**config.mk**
```make
export PLATFORM = sky130hd
export DESIGN_NAME = vend_controller
export DESIGN_NICKNAME = d
export VERILOG_FILES = /design/src/rtl/vend_pkg.sv /design/src/rtl/vend_controller_price_lut.sv /design/src/rtl/vend_controller.sv
export SDC_FILE = /design/constraint.sdc
export NUM_CORES = 1
export LEC_CHECK = 0
export BUFFER_PORTS_ARGS = -buffer_cell sky130_fd_sc_hd__buf_2
export CAP_MARGIN = 30
export CORE_UTILIZATION = 35
export CTS_BUF_LIST = sky130_fd_sc_hd__clkbuf_4 sky130_fd_sc_hd__clkbuf_8 sky130_fd_sc_hd__clkbuf_16
export CTS_CLUSTER_DIAMETER = 100
export DETAILED_ROUTE_END_ITERATION = 16
export GPL_ROUTABILITY_DRIVEN = 0
export SLEW_MARGIN = 10
export SYNTH_ARGS = -nofsm -noshare
export SYNTH_HDL_FRONTEND = slang
export SYNTH_HIERARCHICAL = 1
export SYNTH_SLANG_ARGS = --single-unit
```
**constraint.sdc**
```tcl
create_clock -name clock -period 6.1 [get_ports clock]
set_clock_uncertainty 0.05 [all_clocks]
set_input_delay 0.61 -clock clock [delete_from_list [all_inputs] [get_ports clock]]
set_output_delay 0.61 -clock clock [all_outputs]
set_load 0.01 [all_outputs]
```
**src/rtl/vend_pkg.sv**
```systemverilog
// Shared definitions for the vending transaction sequencer: money codes, coin values,
// controller states and default pricing parameters.
package vend_pkg;

  localparam int unsigned DefPriceStep = 500;
  localparam int unsigned DefMaxCredit = 10000;

  localparam logic [3:0] MoneyNone = 4'b0000;
  localparam logic [3:0] Money500  = 4'b0001;
  localparam logic [3:0] Money1000 = 4'b0010;
  localparam logic [3:0] Money2000 = 4'b0100;
  localparam logic [3:0] Money5000 = 4'b1000;

  localparam int unsigned Val500  = 500;
  localparam int unsigned Val1000 = 1000;
  localparam int unsigned Val2000 = 2000;
  localparam int unsigned Val5000 = 5000;

  typedef enum logic [2:0] {
    StIdle,
    StCollect,
    StCheck,
    StDispense,
    StChange
  } vend_state_e;

  function automatic logic is_one_hot(input logic [3:0] m);
    return (m != MoneyNone) && ((m & (m - 4'd1)) == 4'd0);
  endfunction

  function automatic int unsigned coin_value(input logic [3:0] m);
    int unsigned v;
    v = 0;
    case (m)
      Money500:  v = Val500;
      Money1000: v = Val1000;
      Money2000: v = Val2000;
      Money5000: v = Val5000;
      default:   v = 0;
    endcase
    return v;
  endfunction

endpackage

```
**src/rtl/vend_controller_price_lut.sv**
```systemverilog
// Product price lookup: price grows linearly with the product index.
module price_lut
  import vend_pkg::*;
#(
  parameter int unsigned CREDIT_W   = 16,
  parameter int unsigned PRICE_STEP = DefPriceStep
) (
  input  logic [2:0]          address,
  output logic [CREDIT_W-1:0] price
);

  logic [31:0] price_full;

  always_comb begin
    price_full = (32'(address) + 32'd1) * PRICE_STEP;
    price      = price_full[CREDIT_W-1:0];
  end

endmodule

```
**src/rtl/vend_controller.sv**
```systemverilog
// Vending transaction sequencer: credit accumulation, selection check, dispense pulse
// and greedy one-coin-per-cycle change return. All outputs are registered.
module vend_controller
  import vend_pkg::*;
#(
  parameter int unsigned CREDIT_W   = 16,
  parameter int unsigned PRICE_STEP = DefPriceStep,
  parameter int unsigned MAX_CREDIT = DefMaxCredit
) (
  input  logic                clock,
  input  logic                reset,
  input  logic [3:0]          money_type,
  input  logic                sel_valid,
  input  logic [2:0]          address,
  input  logic                cancel,
  output logic [CREDIT_W-1:0] credit,
  output logic                busy,
  output logic                dispense_valid,
  output logic [2:0]          dispense_addr,
  output logic [3:0]          change_coin,
  output logic [3:0]          refund_coin,
  output logic                insufficient,
  output logic                error
);

  localparam int unsigned WExt = CREDIT_W + 1;
  localparam logic [CREDIT_W:0] MaxExt = WExt'(MAX_CREDIT);
  localparam logic [CREDIT_W:0] C500   = WExt'(Val500);
  localparam logic [CREDIT_W:0] C1000  = WExt'(Val1000);
  localparam logic [CREDIT_W:0] C2000  = WExt'(Val2000);

  vend_state_e state;

  logic [CREDIT_W-1:0] price;
  logic [CREDIT_W:0]   credit_ext, coin_ext, sum_ext, price_ext;
  logic                money_onehot, money_bad, can_insert, over_max, insert_ok, refund_now;
  logic [3:0]          chg_code;
  logic [CREDIT_W:0]   chg_val;

  // Price always follows the latched selection, which is what CHECK evaluates.
  price_lut #(
    .CREDIT_W  (CREDIT_W),
    .PRICE_STEP(PRICE_STEP)
  ) u_price_lut (
    .address(dispense_addr),
    .price  (price)
  );

  always_comb begin
    credit_ext   = {1'b0, credit};
    price_ext    = {1'b0, price};
    money_onehot = is_one_hot(money_type);
    money_bad    = (money_type != MoneyNone) && !money_onehot;
    coin_ext     = WExt'(coin_value(money_type));
    sum_ext      = credit_ext + coin_ext;
    over_max     = sum_ext > MaxExt;
    can_insert   = (state == StIdle) || (state == StCollect);
    insert_ok    = can_insert && money_onehot && !over_max;
    refund_now   = money_onehot && !insert_ok;
  end

  // Greedy change coin; 5000 notes are never paid out.
  always_comb begin
    chg_code = Money500;
    chg_val  = C500;
    if (credit_ext >= C2000) begin
      chg_code = Money2000;
      chg_val  = C2000;
    end else if (credit_ext >= C1000) begin
      chg_code = Money1000;
      chg_val  = C1000;
    end
  end

  always_ff @(posedge clock or posedge reset) begin
    if (reset) begin
      state          <= StIdle;
      credit         <= '0;
      busy           <= 1'b0;
      dispense_valid <= 1'b0;
      dispense_addr  <= 3'd0;
      change_coin    <= MoneyNone;
      refund_coin    <= MoneyNone;
      insufficient   <= 1'b0;
      error          <= 1'b0;
    end else begin
      dispense_valid <= 1'b0;
      change_coin    <= MoneyNone;
      insufficient   <= 1'b0;
      error          <= money_bad;
      refund_coin    <= refund_now ? money_type : MoneyNone;

      unique case (state)
        StIdle: begin
          if (insert_ok) begin
            credit <= sum_ext[CREDIT_W-1:0];
            state  <= StCollect;
          end
          if (sel_valid) insufficient <= 1'b1;
        end

        StCollect: begin
          if (insert_ok) credit <= sum_ext[CREDIT_W-1:0];
          if (cancel) begin
            state <= StChange;
            busy  <= 1'b1;
          end else if (sel_valid) begin
            dispense_addr <= address;
            state         <= StCheck;
            busy          <= 1'b1;
          end
        end

        StCheck: begin
          if (credit_ext >= price_ext) begin
            credit         <= credit - price;
            dispense_valid <= 1'b1;
            state          <= StDispense;
          end else begin
            insufficient <= 1'b1;
            state        <= StCollect;
            busy         <= 1'b0;
          end
        end

        StDispense: begin
          if (credit != '0) begin
            state <= StChange;
          end else begin
            state <= StIdle;
            busy  <= 1'b0;
          end
        end

        StChange: begin
          // Sub-500 residue cannot occur while credit stays a multiple of 500.
          if (credit_ext < C500) begin
            credit <= '0;
            state  <= StIdle;
            busy   <= 1'b0;
          end else begin
            change_coin <= chg_code;
            credit      <= credit - chg_val[CREDIT_W-1:0];
            if (credit_ext == chg_val) begin
              state <= StIdle;
              busy  <= 1'b0;
            end
          end
        end

        default: begin
          state <= StIdle;
          busy  <= 1'b0;
        end
      endcase
    end
  end

endmodule

```
==> flow_metrics.tcl <==
set metrics [dict create \
    cts_buffers 5 \
    wirelength_um 11990 \
    boundaryPins 42 \
    cp-start-kind "flop" \
    drt-initial-drc-count 243 \
    core_area_sq_um 12060 \
    synth_area_leaders "dfrtp_1 19%, ha_1 14%, inv_1 5.0%, fa_1 4.6%, nor2_1 4.4%" \
    antenna_found_initial 0 \
    syn_to_final_growth_pct 11.63 \
    root_buffer "clkbuf_16" \
    initial_utilization 0.3605 \
    critPathArrivalTime_ns 5.58 \
    worstMarginPinSlew_ns 0.9428 \
    synth_area_per_cell_sq_um 7.820 \
    status "complete, no violations" \
    grt-ovfl-total 0 \
    drv_slew 0 \
    hpwl_um 9525 \
    yosys.area.top_type "dfrtp_1" \
    setup_tns_ns 0 \
    rows 40 \
    grt_pass1_wl_um 19960 \
    diodes 0 \
    final_antenna_net_count 0 \
    async_flop_share 1.000 \
    ctsHoldBuffers 0 \
    grtUsageTotal 0.1979 \
    cts.path.max_buffers 2 \
    io_buffers 40 \
    period_share 0.8938 \
    synth_top_area_frac 0.1899 \
    ys_seq_area_frac 0.1899 \
    setup_violations 0 \
    dieArea_sq_um 12870 \
    drt-pass1-iter-count 5 \
    ys_ff_latch 33 \
    whs_ns 0.3534 \
    grt_setup_unrepaired "no" \
    drive_gt1_frac 0.1290 \
    synth_cell_types 67 \
    htree_levels 2 \
    fin_nets 656 \
    hold_violations 0 \
    wl_per_cell_um 15.84 \
    grt_max_degree 34 \
    finalCriticalPeriod_ns 5.452 \
    avgViaCountPerCell 5.495 \
    ys.flop_type "dfrtp_1" \
    max_cap_viol_count 0 \
    crit_type "reg -> reg" \
    holdCritPathClass "in -> async" \
    drc 0 \
    clk_pin_slew_ns 0.06 \
    clkSinkCount 33 \
    clk_latency_ns 0.30 \
    end_kind "flop" \
    crit_required_ns 6.23 \
    fmax_mhz 183.4 \
    syn-instance-count 556 \
    die_h_um 113.5 \
    cts_tree "yes" \
    grt_pass1_vias 4023 \
    path_max_fanout 13 \
    synth-edff-count 0 \
    die_x_um 113.5 \
    yosysWarnings 6 \
    slew_headroom 0.3662 \
    vias 4160 \
    syn_area_sq_um 4348 \
]
[cells in the final DEF, fill, tap and decap left out, drive strengths merged, types with 5 or more instances in the layout]
master  netlist  final
xnor2        15     15
nand3b        5      5
nor3         15     15
nand2b       10     10
o211a         6      6
fa           10     10
or2           6      6
nand2        37     37
o21ai        39     39
nor2         52     52
or3           6      6
clkbuf       13      5
a211oi       11     11
mux2          6      6
buf          12     46
inv          58     58
o22ai         7      7
a21oi        29     29
conb          2      6
nor2b        10     10
nor4          6      6
xor2         15     15
a31oi         7      7
and2          5      5
a221oi        6      6
dfrtp        33     33
ha           47     47
o31ai        11     11
a21o         10     10
nand3        10     10
and3         10     10
[kinds of logic (layout without fill, tap and decap cells)]
kind of cell               count (synthesis)  count (layout)  share of synthesized area
and+or+nand+nor                          184             184                     0.2132
AOI/OAI and AO/OA                        158             158                     0.2495
buffers and inverters                     83             112                    0.08143
adders and majority gates                 58              58                     0.1836
DFF                                       33              33                     0.1899
xor gates and xnor gates                  30              30                    0.06043
muxes                                      8               8                    0.02014
other                                      2               6                   0.001727
[synth_stat cells (4+ instances only)]
cell type  number
nand2b_1       10
ha_1           47
a21o_1         10
o22ai_1         7
xnor2_1        15
and3_1         10
a31oi_1         7
o21bai_1        4
buf_4           6
nor3_1         15
o31ai_1        11
a21oi_1        27
o211a_1         6
inv_1          58
and2_1          4
o21ai_0        29
nand3b_1        5
xor2_1         15
nand2_1        37
a221oi_1        6
dfrtp_1        33
o21a_1          4
fa_1           10
nor2b_1        10
o21ai_1         9
nand3_1        10
or2_2           4
mux2_2          6
nor2_1         51
or3_1           6
a211oi_1       10
clkbuf_1       12
nor4_1          5
nand4_1         4
[flip-flops by register name, indices dropped and copies added (netlist names)]
| name | cells |
|---|---|
| insufficient | 1 |
| change_coin | 3 |
| busy | 1 |
| credit | 16 |
| dispense_addr | 3 |
| refund_coin | 4 |
| state | 3 |
| dispense_valid | 1 |
| error | 1 |
[metrics by stage]
step,cell area (sq um),cells,utilization,setup WS [ns]
6_report,4853,757,0.4024,0.6477
2_1_floorplan,4363,560,-,0.6215
3_3_place_gp,4674,748,0.3876,0.7324
3_5_place_dp,4674,748,0.3876,0.6216
4_1_cts,4846,756,0.4018,0.6037
5_1_grt,4853,757,0.4024,0.04398
[final cells by class]
type                       count  area, sq um
fill                        1240         7208
sequential                    33        825.8
tap                          168        210.2
timing repair buffer          46        242.7
multi-input combinational    444         3186
clock buffer                   5        125.1
clock inverter                 3        46.29
inverter                      58        217.7
[per-layer routing]
metal	vias to the layer above	GRT usage	share of wire
li1	2040	-	-
met4	0	0.06579	0.020
met5	-	0	0
met3	16	0.03507	0.046
met2	118	0.3546	0.50
met1	1986	0.2392	0.44
[final timing paths]
kind                       depth (start not counted)                         start  slack, ns                      endpoint
min in group clock                                 2                    address[0]       0.49  dispense_addr[0]$_DFFE_PP0P_
setup / recovery                                  23  dispense_addr[1]$_DFFE_PP0P_       0.65        credit[13]$_DFFE_PP0P_
max in group asynchronous                          3                         reset       5.31  dispense_addr[1]$_DFFE_PP0P_
hold reg to reg                                    1  dispense_addr[1]$_DFFE_PP0P_       0.51  dispense_addr[1]$_DFFE_PP0P_
hold / removal                                     3                         reset       0.35               error$_DFF_PP0_
setup reg to reg                                  23  dispense_addr[1]$_DFFE_PP0P_       0.65        credit[13]$_DFFE_PP0P_
[timing repair]
item | in CTS | in global routing
setup endpoints to repair | 0 | 5
setup buffers | 0 | 0
gates resized for setup | 0 | 1
[worst max-delay path, cell delays in order, from the launching register on]
cell and delay (ns):
dfrtp_1 0.40, ha_1 0.20, xor2_1 0.32, inv_1 0.17, fa_1 0.59, inv_1 0.10
fa_1 0.50, inv_1 0.04, ha_1 0.35, nand2b_1 0.09, a211oi_1 0.28, mux2i_1 0.11
nand2_1 0.07, inv_1 0.04, ha_1 0.38, nand4_1 0.14, nor2_1 0.17, nand3_1 0.09
a31oi_1 0.20, a211oi_2 0.07, and2_0 0.21, buf_4 0.20, o31a_1 0.30, a221o_1 0.25
Power is not shown: default switching activity piles up to over one toggle a cycle in this logic, so the estimate is an artifact.
